<file path="src/rtl/rr_stream_mux.sv">
// rr_stream_mux: packet-aware round-robin multiplexer for valid/ready streams.
// Merges NUM_REQ input streams onto one output stream. It arbitrates only at
// packet boundaries and keeps the grant until the granted source's last beat
// is accepted, so beats of different packets never interleave.
//
// Ports:
//   clk, rst_n           clock (posedge) and asynchronous active-low reset
//   in_valid/in_last     per-source beat valid / last beat of packet
//   in_data              source i payload at [i*DATA_WIDTH +: DATA_WIDTH]
//   in_ready             per-source ready, one-hot or zero
//   out_valid/out_data/out_last  merged beat
//   out_id               index of the source owning the current packet
//   out_ready            downstream ready
module rr_stream_mux #(
  parameter int unsigned WINNER_WIDTH = 2,
  parameter int unsigned NUM_REQ      = 4,
  parameter int unsigned DATA_WIDTH   = 64
) (
  input  logic                          clk,
  input  logic                          rst_n,
  input  logic [NUM_REQ-1:0]            in_valid,
  input  logic [NUM_REQ*DATA_WIDTH-1:0] in_data,
  input  logic [NUM_REQ-1:0]            in_last,
  output logic [NUM_REQ-1:0]            in_ready,
  output logic                          out_valid,
  output logic [DATA_WIDTH-1:0]         out_data,
  output logic                          out_last,
  output logic [WINNER_WIDTH-1:0]       out_id,
  input  logic                          out_ready
);

  localparam logic [WINNER_WIDTH-1:0] LAST_IDX = WINNER_WIDTH'(NUM_REQ - 1);

  typedef enum logic {
    IDLE = 1'b0,
    LOCK = 1'b1
  } state_t;

  state_t                  state;
  logic [WINNER_WIDTH-1:0] grant_q;
  logic [WINNER_WIDTH-1:0] hi_pri_q;
  logic [WINNER_WIDTH-1:0] winner;
  logic [WINNER_WIDTH-1:0] hi_win;
  logic [WINNER_WIDTH-1:0] lo_win;
  logic                    hi_hit;

  // Round-robin pick: lowest requester at or above hi_pri_q, else lowest overall.
  // Scanning downward lets the last hit be the lowest index.
  always_comb begin
    hi_win = '0;
    lo_win = '0;
    hi_hit = 1'b0;
    for (int i = NUM_REQ - 1; i >= 0; i--) begin
      if (in_valid[i]) begin
        lo_win = WINNER_WIDTH'(i);
        if (32'(i) >= 32'(hi_pri_q)) begin
          hi_win = WINNER_WIDTH'(i);
          hi_hit = 1'b1;
        end
      end
    end
    winner = hi_hit ? hi_win : lo_win;
  end

  // Zero-latency passthrough of the granted source while a packet is locked.
  always_comb begin
    out_valid = 1'b0;
    out_data  = '0;
    out_last  = 1'b0;
    in_ready  = '0;
    if (state == LOCK) begin
      for (int i = 0; i < NUM_REQ; i++) begin
        if (grant_q == WINNER_WIDTH'(i)) begin
          out_valid   = in_valid[i];
          out_data    = in_data[i*DATA_WIDTH +: DATA_WIDTH];
          out_last    = in_last[i];
          in_ready[i] = out_ready;
        end
      end
    end
  end

  assign out_id = grant_q;

  // Arbitration state: grant taken in IDLE, released on an accepted last beat.
  always_ff @(posedge clk or negedge rst_n) begin
    if (!rst_n) begin
      state    <= IDLE;
      grant_q  <= '0;
      hi_pri_q <= '0;
    end else begin
      case (state)
        IDLE: begin
          if (|in_valid) begin
            grant_q <= winner;
            state   <= LOCK;
          end
        end
        LOCK: begin
          if (out_valid && out_ready && out_last) begin
            state    <= IDLE;
            hi_pri_q <= (grant_q == LAST_IDX) ? '0 : grant_q + WINNER_WIDTH'(1);
          end
        end
        default: state <= IDLE;
      endcase
    end
  end

endmodule

</file>
<file path="config.mk">
export PLATFORM = sky130hd
export DESIGN_NAME = rr_stream_mux
export DESIGN_NICKNAME = d
export VERILOG_FILES = /design/src/rtl/rr_stream_mux.sv
export SDC_FILE = /design/constraint.sdc
export NUM_CORES = 1
export LEC_CHECK = 0
export BUFFER_PORTS_ARGS = -buffer_cell sky130_fd_sc_hd__buf_2
export CORE_AREA = 5 5 127 129
export DETAILED_ROUTE_END_ITERATION = 8
export DIE_AREA = 0 0 132 134
export PLACE_DENSITY_LB_ADDON = 0.3
export SLEW_MARGIN = 15
export SYNTH_ARGS = -nofsm -noshare
export SYNTH_HDL_FRONTEND = slang
export SYNTH_SLANG_ARGS = --single-unit
</file>
<file path="constraint.sdc">
create_clock -name clk -period 2.5 [get_ports clk]
set_input_delay 0.5 -clock clk [delete_from_list [all_inputs] [get_ports clk]]
set_output_delay 0.5 -clock clk [all_outputs]
set_load 0.005 [all_outputs]
</file>
# Word-level counts from Yosys, hierarchy flattened
# Cells that the tools add are included.
[totals] word_cells=59 regBits=5 out_inout_bits=72
[op_classes] n_addsub=1 reduce_logical=6 n_lt_le_gt_ge=3 bitwise_logic=1 eq_ne=3 muxes=42
[op_table] cell="$mux 64" n=5
[op_table] cell="$mux 2" n=12
[op_table] cell="$mux 1" n=23
[op_table] cell="$eq 2x2->1 const B" n=2
[op_table] cell="$ge 1x2->1 const A" n=2
[op_table] cell="$mux 4" n=1
[op_table] cell="$reduce_and 2->1" n=2
[op_table] cell="$reduce_or 4->1" n=1
[op_table] cell="$add 2x1->2 const B" n=1
[op_table] cell="$eq 2x1->1 const B" n=1
[op_table] cell="$ge 2x2->1 const A" n=1
[op_table] cell="$logic_and 1x1->1" n=2
[op_table] cell="$logic_not 2->1" n=1
[op_table] cell="$pmux 1 s2" n=1
[op_table] cell="$not 1->1" n=1

# Longest topological paths before layout
[logic_depth] word_depth=10 ltp_mapped=8 depth_no_buf=6

# Least setup slack after synthesis
# No wires, ideal clock.
[synth_timing] path_type="register -> output" startpoint="register grant_q[0] (netlist: out_id[0])" endpoint="output out_data[16]" t_required_ns=2.000 arrival_ns=1.720 setup_slack_ns=0.280 path_stages_with_launch=8 path_cell_list="dfrtp_1 -> inv_1 -> ha_1 -> buf_2 -> buf_2 -> buf_2 -> mux2_2 -> a22o_1"
[synth_between] elab_chain_cells=6
[synth_rtl] element="start, declared" line_no="40" source="logic [WINNER_WIDTH-1:0] grant_q;"
[synth_rtl] element="start signal, assigned" line_no="95" source="grant_q <= winner;"
[synth_rtl] element="$logic_not 2->1" line_no="73" source="if (grant_q == WINNER_WIDTH'(i)) begin"
[synth_rtl] element="$mux 64 (3 in a row)" line_no="73"
[synth_rtl] element="$mux 64 *" line_no="73"
[synth_rtl] element="$mux 64 *" line_no="71" source="if (state == LOCK) begin"
[synth_rtl] element="end, declared" line_no="26" source="output logic [DATA_WIDTH-1:0] out_data,"
# Every way passes the cells marked *; elsewhere a longest branch is shown, timed or not.

# Final worst setup path
[layout_timing] startpoint="register grant_q[1] (netlist: out_id[1])" endpoint="output out_last"
[layout_between] elab_chain_cells=6
[layout_rtl] element="$logic_not 2->1" line_no="73"
[layout_rtl] element="$mux 1 (3 in a row)" line_no="73"
[layout_rtl] element="$mux 1 *" line_no="73"
[layout_rtl] element="$mux 1 *" line_no="71"
[layout_rtl] element="end, declared" line_no="27" source="output logic out_last,"
# Marks and branches as above.

==> metrics.cfg <==
[sta]
max_slew.worst_pin.slew_ns=0.395
setup_viol_count_final=0
finalHoldViolations=0
fin_worst_skew_ns=0.000476
period_minus_slack_ns=2.43
period_share=0.974
drv_slew=0
fmax_mhz=411
fin_hold_ws_ns=0.0842
maxSlewHeadroom=0.735
rsz0062_at_grt=yes

[global_route]
grt_overflow_total=0
grt_start_max_net_pins=64
antenna_found_initial=0
first_global_vias=4272
grtUsageTotal=0.149
grt_pass1_wl_um=22200

[routing]
drt_iter0_markers=129
finalWirelength_um=15600
vias=4357
firstDrtPassIters=4
wl_per_cell_um=16.9
drcViolationCount=0
viasPerCell=4.73
antenna_left=0

[critical_path]
crit_arrival_ns=1.93
r2r-start=out_id[0]
r2r_cells=6
crit_start=out_id[1]
cp-start-kind=flop
worst_setup_path_end_kind=primary output
crit_slowest_cell=dfrtp_1
crit_end=out_last
r2r-end=hi_pri_q[1]
crit_chain=buf_4 > ha_4 > buf_16 > a211oi_1 > a211oi_4 > and2_1 > buf_2
slowest_delay_ns=0.38
cp_max_fo=20
cp.required_ns=2.00
path_class=reg -> out
ff2ff_setup_slack_ns=0.42

[cts]
htree_levels=1
clock_path_buffers=2
cts.clk_slew.worst_paths_ns=0.03
cts.sinks=5
clock_latency_ns=0.23
cts_buffers=3
cts_tree=done
cts_root_buffer=clkbuf_16
cts_hold_buf=0

[yosys]
async_flop_share=1.00
yosysSeqAreaShare=0.0456
synth_edf_count=0
mappedNetlistArea_um2=2750
synth_cells=417
synth_warnings=0
syn_avg_cell_area_um2=6.58
ys_types=32
synth_seq_cells=5
syn_nets=688
ys.flop_type=dfrtp_1

[layout]
insertedDiodeCount=0
final_cell_mix=buf_2, nand2_1, a22o_1, o21ai_0, mux2_2
nets=1006
area_growth_pct=83.0
final_common_cell=buf_2
drive_gt1_frac=0.593
utilization=0.337

[floorplanning]
io-pin-count=339
die-area_um2=17700
die_y_um=134
fp.coreArea_um2=14900
die_w_um=132
start_util=0.184
placementRows=45

[worst_hold_path]
hold_path.class=in -> async

[power_and_ir_drop]
cellLeakagePower_nw=2.72
ir_worst_vdd_uv=416
power_density_nw_per_um2=1130
total_power_w=0.00566

[placed_design]
place.gp.congestion=0.844
io_buffers=338
dp_hpwl_um=11500

[outcome]
outcome=completed

[job]
drv_cap=0

power by group:
| part | internal, W | total (W) | switching, W |
|---|---|---|---|
| clock network | 0.000211 | 0.000260 | 0.0000492 |
| registers | 0.000119 | 0.000178 | 0.0000589 |
| logic | 0.00276 | 0.00522 | 0.00246 |
cell families (layout without fill, tap and decap cells):
| family | count (synthesis) | count (layout) | share of synthesized area |
|---|---|---|---|
| flip-flops | 5 | 5 | 0.0456 |
| AO/OA/AOI/OAI | 139 | 139 | 0.350 |
| AND/OR/NAND/NOR | 156 | 156 | 0.239 |
| buffers and inverters | 46 | 363 | 0.0729 |
| multiplexers | 67 | 67 | 0.274 |
| adder cells (fa/ha/maj) | 4 | 4 | 0.0182 |
synthesized netlist by cell type (all sizes together) (2+ instances only):
master  instances  area [µm²]
nand2         132         495
o21ai          67         335
mux2           65         732
a22o           64         561
clkbuf         27         101
buf            17        91.3
and3            5        31.3
dfrtp           5         125
ha              4        50.1
nor2b           4        25.0
nor2            3        11.3
nor3b           3        22.5
a211oi          2        20.0
a21oi           2        10.0
and2            2        12.5
inv             2        7.51
mux2i           2        20.0
nand3           2        10.0
nand3b          2        27.5
layout make-up:
class	count	area (µm²)
Multi-Input combinational cell	366	2480
Timing Repair Buffer	357	2090
Inverter	2	10.0
Sequential cell	5	126
Fill cell	1647	9900
Clock buffer	4	78.8
Tap cell	188	235
routing by layer:
layer	wire length [µm]	GRT usage	up-vias
li1	-	-	2141
met1	6190	0.177	1979
met2	7820	0.276	224
met3	1410	0.0398	13
met4	136	0.0183	0
met5	0	0	-
critical path, delay by kind of cell, from the launching register on:
family	cells	cell delay [ns]
buffers and inverters	3	0.46
DFF	1	0.38
adders and majority gates	1	0.21
and+or+nand+nor	1	0.18
AOI/OAI and AO/OA	2	0.47
metrics by stage:
stage                     setup TNS (ns)  setup slack, ns  std cells  instance area (µm²)
after global routing             -0.0383          -0.0199        922                 5020
after detailed placement               0            0.186        909                 4720
after global placement                 0            0.190        909                 4720
after floorplan                        0            0.280        417                 2750
final                                  0           0.0653        922                 5020
after CTS                              0           0.0230        918                 4890
flip-flops by register name, summed over array words and instances (netlist names):
| signal | count |
|---|---|
| hi_pri_q | 2 |
| state | 1 |
| out_id | 2 |
timing repair:
action,in CTS,in global routing
setup endpoints to repair,22,28
gates resized for setup,5,12
buffers inserted,3,0
endpoints found under the hold margin,0,0
pin swaps,0,3
gates cloned,2,4
worst min path at each step:
stage | slack [ns] | cells past startpoint | startpoint | endpoint
CTS | 0.09 | 1 | rst_n | hi_pri_q[0]
global route | 0.1 | 1 | rst_n | hi_pri_q[0]
detailed placement | 0.32 | 1 | rst_n | hi_pri_q[1]
global placement | 0.32 | 1 | rst_n | hi_pri_q[1]
floorplan | 0.20 | 0 | rst_n | hi_pri_q[0]
finish | 0.08 | 1 | rst_n | hi_pri_q[1]
Power figures use the tool's default switching activity.
